$ cat src/rtl/toy_dmem_arb.sv
// Two-port round-robin arbiter for the shared data-memory bus, with stall hold,
// an AMO lock, and a source-ID FIFO that routes in-order read acks back to their requester.
module toy_dmem_arb #(
  parameter int ADDR_WIDTH = 32,
  parameter int DATA_WIDTH = 32,
  parameter int OUT_DEPTH  = 4
) (
  input  logic                    clk,
  input  logic                    rst,
  input  logic                    p0_req_vld,
  output logic                    p0_req_rdy,
  input  logic [ADDR_WIDTH-1:0]   p0_req_addr,
  input  logic [DATA_WIDTH-1:0]   p0_req_data,
  input  logic [DATA_WIDTH/8-1:0] p0_req_strb,
  input  logic                    p0_req_opcode,
  input  logic                    p0_req_lock,
  output logic                    p0_ack_vld,
  input  logic                    p0_ack_rdy,
  output logic [DATA_WIDTH-1:0]   p0_ack_data,
  input  logic                    p1_req_vld,
  output logic                    p1_req_rdy,
  input  logic [ADDR_WIDTH-1:0]   p1_req_addr,
  input  logic [DATA_WIDTH-1:0]   p1_req_data,
  input  logic [DATA_WIDTH/8-1:0] p1_req_strb,
  input  logic                    p1_req_opcode,
  input  logic                    p1_req_lock,
  output logic                    p1_ack_vld,
  input  logic                    p1_ack_rdy,
  output logic [DATA_WIDTH-1:0]   p1_ack_data,
  output logic                    mem_req_vld,
  input  logic                    mem_req_rdy,
  output logic [ADDR_WIDTH-1:0]   mem_req_addr,
  output logic [DATA_WIDTH-1:0]   mem_req_data,
  output logic [DATA_WIDTH/8-1:0] mem_req_strb,
  output logic                    mem_req_opcode,
  input  logic                    mem_ack_vld,
  output logic                    mem_ack_rdy,
  input  logic [DATA_WIDTH-1:0]   mem_ack_data,
  output logic                    err_unexp_ack
);

  localparam logic TOY_BUS_READ  = 1'b0;
  localparam logic TOY_BUS_WRITE = 1'b1;
  localparam int   PTR_W         = $clog2(OUT_DEPTH);
  localparam int   CNT_W         = PTR_W + 1;

  logic                 rr_ptr_q, rr_ptr_d;
  logic                 hold_q, hold_d;
  logic                 hold_id_q, hold_id_d;
  logic                 lock_valid_q, lock_valid_d;
  logic                 lock_owner_q, lock_owner_d;
  logic [OUT_DEPTH-1:0] fifo_q, fifo_d;
  logic [PTR_W-1:0]     wr_ptr_q, wr_ptr_d;
  logic [PTR_W-1:0]     rd_ptr_q, rd_ptr_d;
  logic [CNT_W-1:0]     count_q, count_d;
  logic                 err_q, err_d;

  logic       fifo_full, fifo_empty, head_id;
  logic [1:0] elig;
  logic       gnt_vld, gnt_id, accept, push, pop, gnt_lock;

  assign fifo_full  = (count_q == CNT_W'(OUT_DEPTH));
  assign fifo_empty = (count_q == '0);
  assign head_id    = fifo_q[rd_ptr_q];

  // A full FIFO blocks reads even when an ack pops in the same cycle.
  assign elig[0] = p0_req_vld && ((p0_req_opcode == TOY_BUS_WRITE) || !fifo_full);
  assign elig[1] = p1_req_vld && ((p1_req_opcode == TOY_BUS_WRITE) || !fifo_full);

  // NOTE: every always_comb output gets a default first so no path leaves it unassigned (no latch).
  always_comb begin
    gnt_vld = 1'b0;
    gnt_id  = 1'b0;
    if (hold_q) begin
      gnt_id  = hold_id_q;
      gnt_vld = elig[hold_id_q];
    end else if (lock_valid_q) begin
      gnt_id  = lock_owner_q;
      gnt_vld = elig[lock_owner_q];
    end else if (&elig) begin
      gnt_id  = rr_ptr_q;
      gnt_vld = 1'b1;
    end else if (elig[0]) begin
      gnt_vld = 1'b1;
    end else if (elig[1]) begin
      gnt_id  = 1'b1;
      gnt_vld = 1'b1;
    end
  end

  assign mem_req_vld    = gnt_vld;
  assign mem_req_addr   = gnt_id ? p1_req_addr   : p0_req_addr;
  assign mem_req_data   = gnt_id ? p1_req_data   : p0_req_data;
  assign mem_req_strb   = gnt_id ? p1_req_strb   : p0_req_strb;
  assign mem_req_opcode = gnt_id ? p1_req_opcode : p0_req_opcode;
  assign gnt_lock       = gnt_id ? p1_req_lock   : p0_req_lock;
  assign p0_req_rdy     = gnt_vld && !gnt_id && mem_req_rdy;
  assign p1_req_rdy     = gnt_vld &&  gnt_id && mem_req_rdy;

  assign accept = gnt_vld && mem_req_rdy;
  assign push   = accept && (mem_req_opcode == TOY_BUS_READ);

  // An ack with nothing outstanding is swallowed (rdy=1) and only flags the error.
  assign mem_ack_rdy   = fifo_empty ? 1'b1 : (head_id ? p1_ack_rdy : p0_ack_rdy);
  assign pop           = mem_ack_vld && mem_ack_rdy && !fifo_empty;
  assign p0_ack_vld    = mem_ack_vld && !fifo_empty && !head_id;
  assign p1_ack_vld    = mem_ack_vld && !fifo_empty &&  head_id;
  assign p0_ack_data   = mem_ack_data;
  assign p1_ack_data   = mem_ack_data;
  assign err_unexp_ack = err_q;

  always_comb begin
    rr_ptr_d     = accept ? ~rr_ptr_q : rr_ptr_q;
    hold_d       = gnt_vld && !mem_req_rdy;
    hold_id_d    = gnt_id;
    lock_valid_d = lock_valid_q;
    lock_owner_d = lock_owner_q;
    if (accept) begin
      if (!lock_valid_q && gnt_lock) begin
        lock_valid_d = 1'b1;
        lock_owner_d = gnt_id;
      end else if (lock_valid_q && (gnt_id == lock_owner_q) && !gnt_lock) begin
        lock_valid_d = 1'b0;
      end
    end
    fifo_d = fifo_q;
    if (push) fifo_d[wr_ptr_q] = gnt_id;
    wr_ptr_d = wr_ptr_q + PTR_W'(push);
    rd_ptr_d = rd_ptr_q + PTR_W'(pop);
    count_d  = count_q + CNT_W'(push) - CNT_W'(pop);
    err_d    = err_q || (mem_ack_vld && fifo_empty);
  end

  // NOTE: state registers use non-blocking assignments so every flop samples pre-edge values.
  always_ff @(posedge clk) begin
    if (rst) begin
      rr_ptr_q     <= 1'b0;
      hold_q       <= 1'b0;
      hold_id_q    <= 1'b0;
      lock_valid_q <= 1'b0;
      lock_owner_q <= 1'b0;
      // NOTE: the ID storage is reset as well; it is a few bits and keeps head_id defined.
      fifo_q       <= '0;
      wr_ptr_q     <= '0;
      rd_ptr_q     <= '0;
      count_q      <= '0;
      err_q        <= 1'b0;
    end else begin
      rr_ptr_q     <= rr_ptr_d;
      hold_q       <= hold_d;
      hold_id_q    <= hold_id_d;
      lock_valid_q <= lock_valid_d;
      lock_owner_q <= lock_owner_d;
      fifo_q       <= fifo_d;
      wr_ptr_q     <= wr_ptr_d;
      rd_ptr_q     <= rd_ptr_d;
      count_q      <= count_d;
      err_q        <= err_d;
    end
  end

endmodule

$ cat config.mk
export PLATFORM = sky130hd
export DESIGN_NAME = toy_dmem_arb
export DESIGN_NICKNAME = d
export VERILOG_FILES = /design/src/rtl/toy_dmem_arb.sv
export SDC_FILE = /design/constraint.sdc
export NUM_CORES = 1
export LEC_CHECK = 0
export BUFFER_PORTS_ARGS = -buffer_cell sky130_fd_sc_hd__buf_2
export CAP_MARGIN = 20
export CORE_AREA = 2 2 124 126
export CTS_CLUSTER_DIAMETER = 120
export CTS_CLUSTER_SIZE = 40
export DETAILED_ROUTE_END_ITERATION = 8
export DIE_AREA = 0 0 126 128
export GPL_TIMING_DRIVEN = 1
export RECOVER_POWER = 50
export SLEW_MARGIN = 20
export SYNTH_ARGS = -nofsm -noshare
export SYNTH_HDL_FRONTEND = slang
export SYNTH_SLANG_ARGS = --single-unit
$ cat constraint.sdc
create_clock -name clk -period 8.77 [get_ports clk]
set_input_delay 0 -clock clk [delete_from_list [all_inputs] [get_ports clk]]
set_output_delay 0 -clock clk [all_outputs]
set_load 0.02 [all_outputs]
# == Word-level counts from Yosys, hierarchy flattened ==
# Cells that the tools add are included.
# classes
n_lt_le_gt_ge,5
n_eq_ne,2
bitwise,2
n_addsub,4
mux,27
reduce_logical,34
# op_table
operator,count
32-bit two-way mux,2
1-bit two-way mux,21
1-bit logical AND,19
1-bit zero test,7
"2-bit by 3-bit < comparator with 1-bit output, second input constant",2
2-bit AND reduction,3
2-bit by 1-bit adder with 2-bit output,2
4-bit bitwise mux,1
"1-bit by 2-bit < comparator with 1-bit output, second input constant",2
4-bit two-way mux,1
3-bit by 1-bit adder with 3-bit output,1
"3-bit equality test, second input constant",1
3-bit zero test,1
1-bit logical OR,3
3-bit by 1-bit subtractor with 3-bit output,1
1-bit binary-select mux with 2-bit select,1
1-bit demux with 2-bit select,1
"2-bit by 1-bit >= comparator with 1-bit output, second input constant",1
1-bit inverter,2
2-bit nonzero test,1
1-bit equality test,1
# totals
register_bits,17
inputBits,180
output_inout_bits,140
wordCells,84

# == Longest topological paths before layout ==
# Gate-level depths: netlist of run 1.
# depth
ltp_word,14
depth_mapped,13
depth_no_buf,13

# == Worst setup path before layout of run 1 ==
# OpenSTA, ideal clock, no wires.
# synth_timing
path_kind,reg2reg
startpoint,register count_q[1]
endpoint,register count_q[2]
path_stages_with_launch,14
setup_ns,0.128
arrival_time_ns,3.300
n_path_buf,0
required_ns,8.642
setup_slack_ns,5.342
period_less_slack_ns,3.428
path_cell_list,dfxtp_1 or4b_4 and3b_1 nor3_1 mux2i_1 or2_2 ha_1 inv_1 ha_1 inv_1 fa_1 xor2_1 xnor2_1 nor2_1
# synth_between
elab_chain_cells,14
word_cells_on_any_way,31
cone_classes,add/sub: 2; eq/ne: 1; mux: 15; bitwise: 1; reduce/logical: 12
# synth_lines
element,line,rtl
"start, declared",55,"logic [CNT_W-1:0] count_q, count_d;"
"start signal, assigned",157,count_q <= count_d;
3-bit equality test *,62,assign fifo_full = (count_q == CNT_W'(OUT_DEPTH));
1-bit zero test *,"67, 68",
1-bit logical OR,68,assign elig[1] = p1_req_vld && ((p1_req_opcode == TOY_BUS_WRITE) || !fifo_full);
1-bit logical AND,68,
1-bit two-way mux,85,end else if (elig[1]) begin
1-bit two-way mux,83,end else if (elig[0]) begin
1-bit two-way mux *,80,end else if (&elig) begin
1-bit two-way mux *,77,end else if (lock_valid_q) begin
1-bit two-way mux *,74,if (hold_q) begin
1-bit two-way mux *,95,assign mem_req_opcode = gnt_id ? p1_req_opcode : p0_req_opcode;
named net mem_req_opcode,35,"output logic mem_req_opcode,"
1-bit inverter *,101,assign push = accept && (mem_req_opcode == TOY_BUS_READ);
1-bit logical AND *,101,
3-bit by 1-bit adder with 3-bit output *,130,count_d = count_q + CNT_W'(push) - CNT_W'(pop);
3-bit by 1-bit subtractor with 3-bit output *,130,
# The timed path passes the listed nets; every way through them passes the cells marked *. The select of a mux whose other input is x is not followed.
# A chain may end at the register's enable or synchronous reset.

# == Worst setup path after layout of run 1 ==
# layout_timing
startpoint,register count_q[1]
endpoint,register lock_owner_q
# layout_between
elab_chain_cells,12
word_cells_on_any_way,24
cone_classes,eq/ne: 1; mux: 14; reduce/logical: 9
# layout_lines
element,line,rtl
3-bit equality test *,62,
1-bit zero test *,"67, 68",
1-bit logical OR,68,
1-bit logical AND,68,
1-bit two-way mux,85,
1-bit two-way mux,83,
1-bit two-way mux,80,
1-bit two-way mux,77,
1-bit two-way mux,74,
1-bit two-way mux,96,assign gnt_lock = gnt_id ? p1_req_lock : p0_req_lock;
1-bit logical AND,119,if (!lock_valid_q && gnt_lock) begin
2-bit AND reduction (no line),--,
"end signal, assigned",153,lock_owner_q <= lock_owner_d;
"end, declared",51,"logic lock_owner_q, lock_owner_d;"
# Mark *: on every way between the ends. The rest lies on a longest branch, timed or not. The select of a mux whose other input is x is not followed.

==> reports/summary.md, run 1 <==
• finished, violations left — result of the run
• capacitance limit, slew limit — violations in the final reports
• 3.56 ns — Worst Slack Setup Final
• 1708 — fill count
• -149% — worst slew margin relative to its limit
• 8.81% — GRT Util Overall
• 67 — initial drt markers
• 2 — buffer depth of the longest clock path
• 3.91 — per-cell via count in the routed design
• 128 um — Die Y-Extent
• 15.4% — part of the Yosys area used for sequential elements
• 0 — number of antenna violations at the first check in global routing
• 13.2 um — detail-routed net length per standard cell
• 72.4% — proportion of layout cells with a drive suffix above 1
• sky130_fd_sc_hd__clkbuf_16 — CTS root buffer
• 14.9% — initial core utilization
• 73 — Worst Path Max Fanout
• sky130_fd_sc_hd__clkbuf_1 — slowest stage cell on the critical path
• 2253 — number of global-route vias before repair
• 1 — Max H-tree Level
• 581 — Nets
• reg2reg — Setup Crit Path Kind
• 0 — final-report setup violation count
• 320 — I/O pins
• register — critical path launch point type
• 6.80 mm — DP HPWL
• 2.61 ns — largest incremental delay on the critical path
• 0 — final count of hold timing violations
• 40.8% — layout-stage area growth over the synthesis result
• 516 uW — total power
• 0.00000972 ns — tightest hold margin
• 427 — net count after synthesis
• 14900 um^2 — area of the core
• 0 — Post-CTS Setup Inserts
• 0 — post-cts gate resize count
• 5.32 ns — Worst Path Arrival
• 17 — synthesis-stage register bit count
• 0.24 ns — source-to-sink clock delay at the later pin of the worst-skew pair
• 59.4% — post-route clock period utilization
• yes — clock tree from TritonCTS
• 3.74 ns — transition time at the pin with the least slew margin
• 0.00210 ns — clock skew after layout
• 0 — count of hold buffers inserted by post-cts repair
• 1 — buffer and inverter count on the worst path
• 218 x sky130_fd_sc_hd__buf_2, 59 x sky130_fd_sc_hd__mux2_2, 17 x sky130_fd_sc_hd__dfxtp_1 — most used cells in the layout excluding fill and tap cells
• 192 MHz — Max Freq
• 0.922 — routability congestion estimate
• 5.45 ns — dpl ws
• 5.21 ns — Min Clock Period, post-route
• 11.4 mm — first-pass GRT wire length
• 0 — aggregate global routing overflow
• 0.05 ns — clk slew on worst S/H paths
• 1.58 nW — static leakage power
• sky130_fd_sc_hd__buf_2 — most common cell after layout, fill and taps aside
• 0 — number of warnings printed during yosys synthesis
• 0 — ANT cells
• 3 — CTS Buf Count
• 0 — number of design rule violations left after detail routing
• 16100 um^2 — area of the die
• 17 — count of clock tree sinks
• 7.71 mm — WL final
• 242 — Synth Instances
• 45 — std cell rows
• or4b_1 > nand2_1 > o41a_2 > clkbuf_1 > mux2i_1 > o311ai_0 > o41ai_2 — critical path, cell by cell
• 8.88 ns — required time of the critical path
• 0 — post-route antenna net violation count
• 1 — max cap viols
• register — sort of element at the end of the critical path
• 0 ns — setup total negative slack
• 2281 — via count
• 74 — maximum number of pins on one net before global-route repair
• 40 — post-synth cell types
• 9.15 um^2 — Mapped Avg Cell Area
• 74 — number of pins with negative max-slew slack in the final report
• 4 — Pre-antenna DRT Iters
• 126 um — Die Span X
• no — setup repair after global routing missed its margin
• 223 — I/O Buffers
• 2210 um^2 — mapped cell area
• buffers and inverters — cell type group with the largest total delay on the critical path
• 166 nW/um^2 — pwr dens
• in2out — Min-Delay Path Class
• 0.0765 mV — largest voltage drop on the vdd net
[worst register-to-register path: cells and delay by family, from the launching register on]
family / cells / cell delay [ns]
mux: 1 / 0.58
flops: 1 / 0.37
buf+inv: 1 / 2.61
compound gates: 3 / 0.84
simple gates: 2 / 0.70
[kinds of logic (layout without fill, tap and decap cells)]
family	Yosys count	after routing	synth area share, %
and+or+nand+nor	44	44	11.0
adders and majority gates	5	5	3.16
DFF	17	17	15.4
muxes	77	77	39.2
buffers and inverters	81	234	24.6
xor gates and xnor gates	6	6	2.37
AOI/OAI and AO/OA	12	12	4.29
[area by class of cell]
type | count | area (um^2) | area share, %
Clock buffer | 3 | 75.1 | 2.41
Clock inverter | 1 | 5.00 | 0.161
Inverter | 6 | 22.5 | 0.722
Multi-Input combinational cell | 144 | 1330 | 42.5
Sequential cell | 17 | 340 | 10.9
Tap cell | 188 | 235 | 7.54
Timing Repair Buffer | 224 | 1110 | 35.7
[path summary, 6_finish.rpt]
kind	startpoint	end	slack, ns	cells after the start
setup / recovery	count_q[1]$_SDFF_PP0_	lock_owner_q$_SDFFE_PP0P_	3.56	7
hold / removal	mem_ack_data[4]	p0_ack_data[4]	0.00001	0
setup reg to reg	count_q[1]$_SDFF_PP0_	lock_owner_q$_SDFFE_PP0P_	3.56	7
hold reg to reg	fifo_q[1]$_SDFFE_PP0P_	fifo_q[1]$_SDFFE_PP0P_	0.46	2
[metal layers]
layer | global-route usage, % | wire, um
met1 | 11.2 | 3190
met2 | 14.8 | 3620
met3 | 2.38 | 823
met4 | 2.20 | 76
met5 | 0 | 0
[sequential cells by signal, summed over array words and instances (netlist names)]
signal         flops
wr_ptr_q           2
hold_q             1
hold_id_q          1
rr_ptr_q           1
count_q            3
rd_ptr_q           2
err_unexp_ack      1
fifo_q             4
lock_owner_q       1
lock_valid_q       1
[power breakdown]
part / internal (mW) / switching, mW / total, mW / leakage, nW
Clock: 0.0609 / 0.0289 / 0.0898 / 0.0409
Combinational: 0.150 / 0.176 / 0.326 / 1.40
Sequential: 0.0886 / 0.0116 / 0.100 / 0.139
[stage by stage]
step	cell area (um^2)	std cells	utilization [%]
6_report	3120	583	21.0
3_5_place_dp	3050	579	20.5
4_1_cts	3130	583	21.1
3_3_place_gp	3050	579	20.5
5_1_grt	3120	583	21.0
2_1_floorplan	2210	242	-
[Yosys cell counts, drive strengths merged]
master | n | area [um^2]
dfxtp | 17 | 340
a21boi | 1 | 7.51
and3 | 3 | 18.8
buf | 72 | 512
nor3 | 2 | 10.0
a31oi | 1 | 6.26
or2 | 3 | 18.8
nor4 | 1 | 6.26
fa | 1 | 20.0
nand3b | 1 | 7.51
a21oi | 3 | 15.0
nor4b | 2 | 17.5
o41a | 1 | 11.3
mux4 | 1 | 22.5
nor2 | 9 | 33.8
clkbuf | 3 | 11.3
nor2b | 6 | 37.5
or4b | 2 | 23.8
o21ai | 1 | 5.00
and2 | 1 | 6.26
nand3 | 2 | 10.0
o311ai | 2 | 17.5
ha | 4 | 50.1
inv | 6 | 22.5
nand2 | 10 | 37.5
a32oi | 1 | 8.76
or3 | 1 | 6.26
o41ai | 1 | 16.3
o31ai | 1 | 7.51
xor2 | 2 | 17.5
mux2i | 8 | 80.1
mux2 | 68 | 766
xnor2 | 4 | 35.0
and3b | 1 | 8.76
No activity file was read; power rests on OpenSTA's default activity.
==> run 2, diff against run 1 <==
- clock period: 8.77 -> 5.12 ns (I/O delays scaled with it)
==> run 2 against run 1 <==
Against the previous run: the flow still finishes with violations (capacitance limit, slew limit); clock skew is 0.00098 ns lower; die area unchanged; via count is 0.66% lower; register-to-register slack worse by 2.3 ns; wire length up 2.6%; utilization increased by 0.067 points; sequential power increased by 72%; critical path type unchanged; critical endpoint unchanged; largest cell class unchanged; largest power group unchanged.
==> reports/summary.md, run 2 (synthesis gave the netlist of run 1 again) <==
• finished, violations left — result of the run
• 8.94% — GRT Util Overall, +0.13 points
• reg2reg — Setup Crit Path Kind
• 18.0% — power share of the clock group, +0.6 points
• 126 um — Die Span X, unchanged
• 320 — I/O pins, unchanged
• 3.84 ns — Min Clock Period, post-route, -1.37 ns
• 17 — count of clock tree sinks, unchanged
• fifo_q: 4 flops, count_q: 3 flops — registers with the highest flip-flop counts
• 0.25 ns — source-to-sink clock delay at the later pin of the worst-skew pair, about the same
• 3050 um^2 — placed instance area, unchanged
• 0.05 ns — clk slew on worst S/H paths, about the same
• 4 — Pre-antenna DRT Iters, unchanged
• 14900 um^2 — area of the core, unchanged
• 21.0% — Final Core Density, +0.067 points
• 71.7% — proportion of layout cells with a drive suffix above 1, -0.69 points
• 1.28 ns — setup slack, reg-to-reg, -2.28 ns
• sky130_fd_sc_hd__buf_2 — most common cell after layout, fill and taps aside
• 872 uW — total power, +69%
• 0 — final count of hold timing violations, unchanged
• 372 uW — power spent charging and discharging nets, +72%
• 16100 um^2 — area of the die, unchanged
• 7 — Worst Reg2Reg Path Length in Cells, unchanged
• 0 — final-report setup violation count, unchanged
• 0 ns — setup total negative slack, unchanged
• 41.2% — layout-stage area growth over the synthesis result
• register — critical path launch point type
• 39 — Worst Path Max Fanout, -47%
• 223 — I/O Buffers, unchanged
• or4b_1 > nand2_1 > o41a_1 > buf_4 > mux2i_1 > o311ai_0 > o41ai_2 — critical path, cell by cell
• 1 — max cap viols, unchanged
• 0 — number of antenna violations at the first check in global routing, unchanged
• 0.00111 ns — clock skew after layout, -0.000985 ns
• 2260 — number of global-route vias before repair, +0.31%
• 1.59 nW — static leakage power, +0.12%
• 3 — CTS Buf Count, unchanged
• 0.943 — routability congestion estimate, +2.2%
• 36 — number of pins with negative max-slew slack in the final report, -51%
• capacitance limit, slew limit — violations in the final reports
• lock_owner_q$_SDFFE_PP0P_ — capturing point of the worst reg2reg path
• fifo_q — register containing the most flip-flops in the final layout
• 0 — number of design rule violations left after detail routing, unchanged
• 5.23 ns — required time of the critical path, -3.65 ns
• sky130_fd_sc_hd__clkbuf_16 — CTS root buffer
• 14.9% — initial core utilization, unchanged
• count_q[1]$_SDFF_PP0_ — origin of the worst setup path
• 7.90 mm — WL final, +2.6%
• 0 — post-route antenna net violation count, unchanged
• lock_owner_q$_SDFFE_PP0P_ — worst setup path endpoint
• 0.00000972 ns — tightest hold margin, unchanged
• sky130_fd_sc_hd__o41a_1 — slowest stage cell on the critical path
• 6.97 mm — DP HPWL, +2.4%
• 2266 — via count, -0.66%
• 40 — maximum number of pins on one net before global-route repair, -46%
• 19.7% — sequential power share, +0.3 points
• yes — clock tree from TritonCTS
• 4 — max reg flops, unchanged
• count_q[1]$_SDFF_PP0_ — startpoint of the worst-slack reg-to-reg timing path
• no — setup repair after global routing missed its margin
• 0 — ANT cells, unchanged
• 13.5 um — detail-routed net length per standard cell, +2.4%
• 3.88 — per-cell via count in the routed design, -0.83%
• 500 uW — Int Pwr, +67%
• 0 — Post-CTS Setup Inserts, unchanged
• 128 um — Die Y-Extent, unchanged
• 1.64 ns — transition time at the pin with the least slew margin, -2.10 ns
• 0.0919 mV — largest voltage drop on the vdd net, +20%
• in2out — Min-Delay Path Class
• 0 — aggregate global routing overflow, unchanged
• 3.96 ns — Worst Path Arrival, -1.36 ns
• -9.56% — worst slew margin relative to its limit, +140 points
• 42.7% — Switching Share, +0.71 points
• 11.5 mm — first-pass GRT wire length, +1.5%
• 45 — std cell rows, unchanged
• 1 — Max H-tree Level, unchanged
• 582 — Nets, +0.17%
• 1.25 ns — largest incremental delay on the critical path, -1.36 ns
• 68 — initial drt markers, +1.5%
• 75.1% — post-route clock period utilization, +16 points
• 217 x sky130_fd_sc_hd__buf_2, 59 x sky130_fd_sc_hd__mux2_2, 17 x sky130_fd_sc_hd__dfxtp_1 — most used cells in the layout excluding fill and tap cells
• 279 nW/um^2 — pwr dens, +68%
• register — sort of element at the end of the critical path
• 2 — buffer depth of the longest clock path, unchanged
• 260 MHz — Max Freq, +36%
• 3130 um^2 — post-route standard cell area excluding fillers, +0.32%
• 62.3% — Comb power frac, -0.9 points
-- run 2: cell count changes in the layout (fill, tap and decap cells not counted), sizes merged --
cell,before,now
clkinv,1,0
clkbuf,9,10
dlygate4sd3,0,1
-- run 2: layer usage --
| metal | routed length [um] | global-route usage [%] | vias up | part of all wire [%] |
|---|---|---|---|---|
| li1 | - | - | 1083 | - |
| met3 | 890 | 2.80 | 17 | 11 |
| met4 | 98 | 2.20 | 0 | 1.2 |
| met5 | 0 | 0 | - | 0 |
| met1 | 3240 | 11.1 | 1022 | 41 |
| met2 | 3680 | 15.1 | 144 | 47 |
-- run 2: final cells by class --
class / instances / area (um^2)
well taps: 188 / 235
clock buffers: 4 / 78.8
inverters: 6 / 22.5
fillers: 1705 / 11700
multi-input cells: 144 / 1330
flip-flops and latches: 17 / 340
repair buffers: 225 / 1130
-- run 2: power groups by stage --
| stage | registers (mW) | logic (mW) | clock network (mW) |
|---|---|---|---|
| final | 0.172 | 0.543 | 0.157 |
| after CTS | 0.172 | 0.553 | 0.160 |
| after floorplan | 0.173 | 0.436 | 0 |
| after detailed placement | 0.175 | 0.550 | 0 |
| after global placement | 0.174 | 0.548 | 0 |
| after global routing | 0.175 | 0.589 | 0.164 |
-- run 2: stage by stage --
| step | std cells | setup slack, ns |
|---|---|---|
| 2_1_floorplan | 242 | 1.69 |
| 3_3_place_gp | 579 | 1.85 |
| 3_5_place_dp | 579 | 1.82 |
| 4_1_cts | 584 | 1.78 |
| 5_1_grt | 584 | 0.838 |
| 6_report | 584 | 1.28 |
-- run 2: repair_timing --
item,4_1_cts,5_1_grt
gates resized for setup,0,0
hold endpoints to repair,1,0
hold buffers,1,0
-- run 2: how the worst min path moves through the flow --
| stage | start | end | slack (ns) | cells after the start |
|---|---|---|---|---|
| 2_1_floorplan | mem_ack_data[0] | p0_ack_data[0] | 0.11 | 1 |
| 3_3_place_gp | mem_ack_data[0] | p0_ack_data[0] | 0.0002 | 0 |
| 3_5_place_dp | mem_ack_data[0] | p0_ack_data[0] | 0.0002 | 0 |
| 4_1_cts | mem_ack_data[0] | p0_ack_data[0] | 0.0002 | 0 |
| 5_1_grt | mem_ack_data[4] | p1_ack_data[4] | 0.00005 | 0 |
| 6_report | mem_ack_data[4] | p0_ack_data[4] | 0.00001 | 0 |
-- run 2: worst max-delay path: cells and delay by family, from the launching register on --
| family | cells | cell delay (ns) |
|---|---|---|
| AND/OR/NAND/NOR | 2 | 0.69 |
| AO/OA/AOI/OAI | 3 | 1.82 |
| multiplexers | 1 | 0.22 |
| buffers and inverters | 1 | 0.60 |
| flip-flops | 1 | 0.36 |
==> run 3, diff against run 2 <==
- CORE_AREA: 2 2 124 126 -> 2 2 123 125
- DIE_AREA: 0 0 126 128 -> 0 0 125 127
- clock period: 5.12 -> 3.45 ns (I/O delays scaled with it)
==> run 3 against run 2 <==
Against the previous run: the flow now finishes without violations; count of clock-buffer cells in the layout shrank 1; wire length shrank 1.1%; first-iteration DRC count shrank 44%; non-clock buffer count grew 1; global-route usage grew 0.088 points; clock skew grew 0.0048 ns; via count shrank 0.66%; die area shrank 1.6%; critical path type unchanged; highest routed layer unchanged.
==> reports/summary.md, run 3 (synthesis gave the netlist of run 1 again) <==
• 0.30 ns — setup slack, reg-to-reg, -0.98 ns
• 1.59 nW — static leakage power, +0.54%
• 13.4 um — detail-routed net length per standard cell, -0.89%
• 2208 — number of global-route vias before repair, -2.3%
• 0.664 ns — transition time at the pin with the least slew margin, -0.980 ns
• 0 — count of hold buffers inserted by post-cts repair, -1
• 2251 — via count, -0.66%
• 0 — number of pins with negative max-slew slack in the final report, -100%
• 41.5% — layout-stage area growth over the synthesis result
• 42.7% — Switching Share, about the same
• 0 — post-route antenna net violation count, unchanged
• 14400 um^2 — area of the core, -3.0%
• 0 — aggregate global routing overflow, unchanged
• 223 — I/O Buffers, unchanged
• sky130_fd_sc_hd__buf_2 — most common cell after layout, fill and taps aside
• 552 uW — power spent charging and discharging nets, +48%
• 3.58 ns — required time of the critical path, -1.65 ns
• 0 — final-report setup violation count, unchanged
• 0 ns — setup total negative slack, unchanged
• or4b_4 > and3b_1 > nor3_1 > mux2i_1 > or2_2 > ha_1 > inv_1 > ha_1 > inv_1 > fa_1 > xor2_1 > xnor2_1 > nor2_1 — critical path, cell by cell
• simple AND/OR/NAND/NOR gates — cell type group with the largest total delay on the critical path
• 317 MHz — Max Freq, +22%
• 1619 — fill count, -5.0%
• 0 — max cap viols, -1
• sky130_fd_sc_hd__clkbuf_16 — CTS root buffer
• 0 — Post-CTS Setup Inserts, unchanged
• 320 — I/O pins, unchanged
• 6.89 mm — DP HPWL, -1.1%
• 3.15 ns — Min Clock Period, post-route, -0.692 ns
• fifo_q: 4 flops, count_q: 3 flops — registers with the highest flip-flop counts
• 0 — number of design rule violations left after detail routing, unchanged
• 2 — buffer and inverter count on the worst path, +1
• 18.4% — power share of the clock group, +0.4 points
• 125 um — Die Span X, -0.79%
• 0.25 ns — source-to-sink clock delay at the later pin of the worst-skew pair, about the same
• 7.82 mm — WL final, -1.1%
• 55.7% — worst slew margin relative to its limit, +65 points
• 219 x sky130_fd_sc_hd__buf_2, 59 x sky130_fd_sc_hd__mux2_2, 17 x sky130_fd_sc_hd__dfxtp_1 — most used cells in the layout excluding fill and tap cells
• 0.00592 ns — clock skew after layout, +0.00481 ns
• 6 — Worst Path Max Fanout, -85%
• 19.7% — sequential power share, about the same
• 9.03% — GRT Util Overall, +0.088 points
• 44 — std cell rows, -2.2%
• 11.6 mm — first-pass GRT wire length, +0.24%
• 61.9% — Comb power frac, -0.4 points
• no — setup repair after global routing missed its margin
• register — sort of element at the end of the critical path
• 740 uW — Int Pwr, +48%
• 15900 um^2 — area of the die, -1.6%
• 38 — initial drt markers, -44%
• 2 — number of antenna violations at the first check in global routing, +2
• fifo_q — register containing the most flip-flops in the final layout
• 4 — max reg flops, unchanged
• finished, final reports clean — result of the run
• register — critical path launch point type
• 3.86 — per-cell via count in the routed design, -0.49%
• 0.844 — routability congestion estimate, -11%
• sky130_fd_sc_hd__or4b_4 — slowest stage cell on the critical path
• 2 — buffer depth of the longest clock path, unchanged
• 412 nW/um^2 — pwr dens, +48%
• 4 — Pre-antenna DRT Iters, unchanged
• 0.56 ns — largest incremental delay on the critical path, -0.69 ns
• 0 — final count of hold timing violations, unchanged
• reg2reg — Setup Crit Path Kind
• 91.4% — post-route clock period utilization, +16 points
• 1 — Max H-tree Level, unchanged
• 17 — count of clock tree sinks, unchanged
• 3 — CTS Buf Count, unchanged
• 15.4% — initial core utilization, +0.45 points
• 583 — Nets, +0.17%
• in2out — Min-Delay Path Class
• 127 um — Die Y-Extent, -0.78%
• 0.05 ns — clk slew on worst S/H paths, about the same
• yes — clock tree from TritonCTS
• 0.00000977 ns — tightest hold margin, +0.0000000479 ns
• 0 — post-cts gate resize count, unchanged
• 72.8% — proportion of layout cells with a drive suffix above 1, +1.1 points
• 55 — maximum number of pins on one net before global-route repair, +38%
• 0.168 mV — largest voltage drop on the vdd net, +83%
• 3.29 ns — Worst Path Arrival, -0.67 ns
-- run 3: worst register-to-register path, delay by kind of cell, from the launching register on --
| kind | cells | cell delay [ns] |
|---|---|---|
| and+or+nand+nor | 5 | 1.38 |
| DFF | 1 | 0.37 |
| muxes | 1 | 0.12 |
| buffers and inverters | 2 | 0.09 |
| xor gates and xnor gates | 2 | 0.31 |
| adders and majority gates | 3 | 0.78 |
-- run 3: worst paths after layout --
path,from,to,cells after the start
hold reg to reg,fifo_q[1]$_SDFFE_PP0P_,fifo_q[1]$_SDFFE_PP0P_,2
setup reg to reg,count_q[1]$_SDFF_PP0_,count_q[2]$_SDFF_PP0_,13
hold / removal,mem_ack_data[18],p1_ack_data[18],0
setup / recovery,count_q[1]$_SDFF_PP0_,count_q[2]$_SDFF_PP0_,13
-- run 3: power groups by stage --
stage | combinational, mW | sequential, mW | clock, mW
final | 0.800 | 0.255 | 0.238
after global placement | 0.814 | 0.257 | 0
after global routing | 0.860 | 0.261 | 0.251
after floorplan | 0.646 | 0.256 | 0
after detailed placement | 0.812 | 0.259 | 0
after CTS | 0.817 | 0.255 | 0.239
-- run 3: cell type report --
class                      instances  area, um^2  share of cell area, %
sequential                        17         340                   10.9
antenna                            2        5.00                  0.160
inverter                           6        22.5                  0.719
tap                              184         230                   7.35
multi-input combinational        144        1330                   42.4
clock buffer                       3        75.1                   2.40
clock inverter                     1        5.00                  0.160
timing repair buffer             226        1130                   35.9
-- run 3: metrics by stage --
stage          worst slack (ns)  instance area [um^2]  power, mW  std cells  utilization [%]
5_1_grt                  0.0676                  3130       1.37        581             21.7
2_1_floorplan            0.0222                  2210      0.902        242                -
3_3_place_gp              0.305                  3060       1.07        577             21.2
4_1_cts                   0.269                  3140       1.31        581             21.8
6_report                  0.297                  3130       1.29        583             21.7
3_5_place_dp              0.289                  3060       1.07        577             21.2
-- run 3: metal layers --
layer	global-route usage [%]	wire [um]
met1	11.1	3310
met5	0	0
met3	1.80	610
met2	15.9	3770
met4	2.81	125
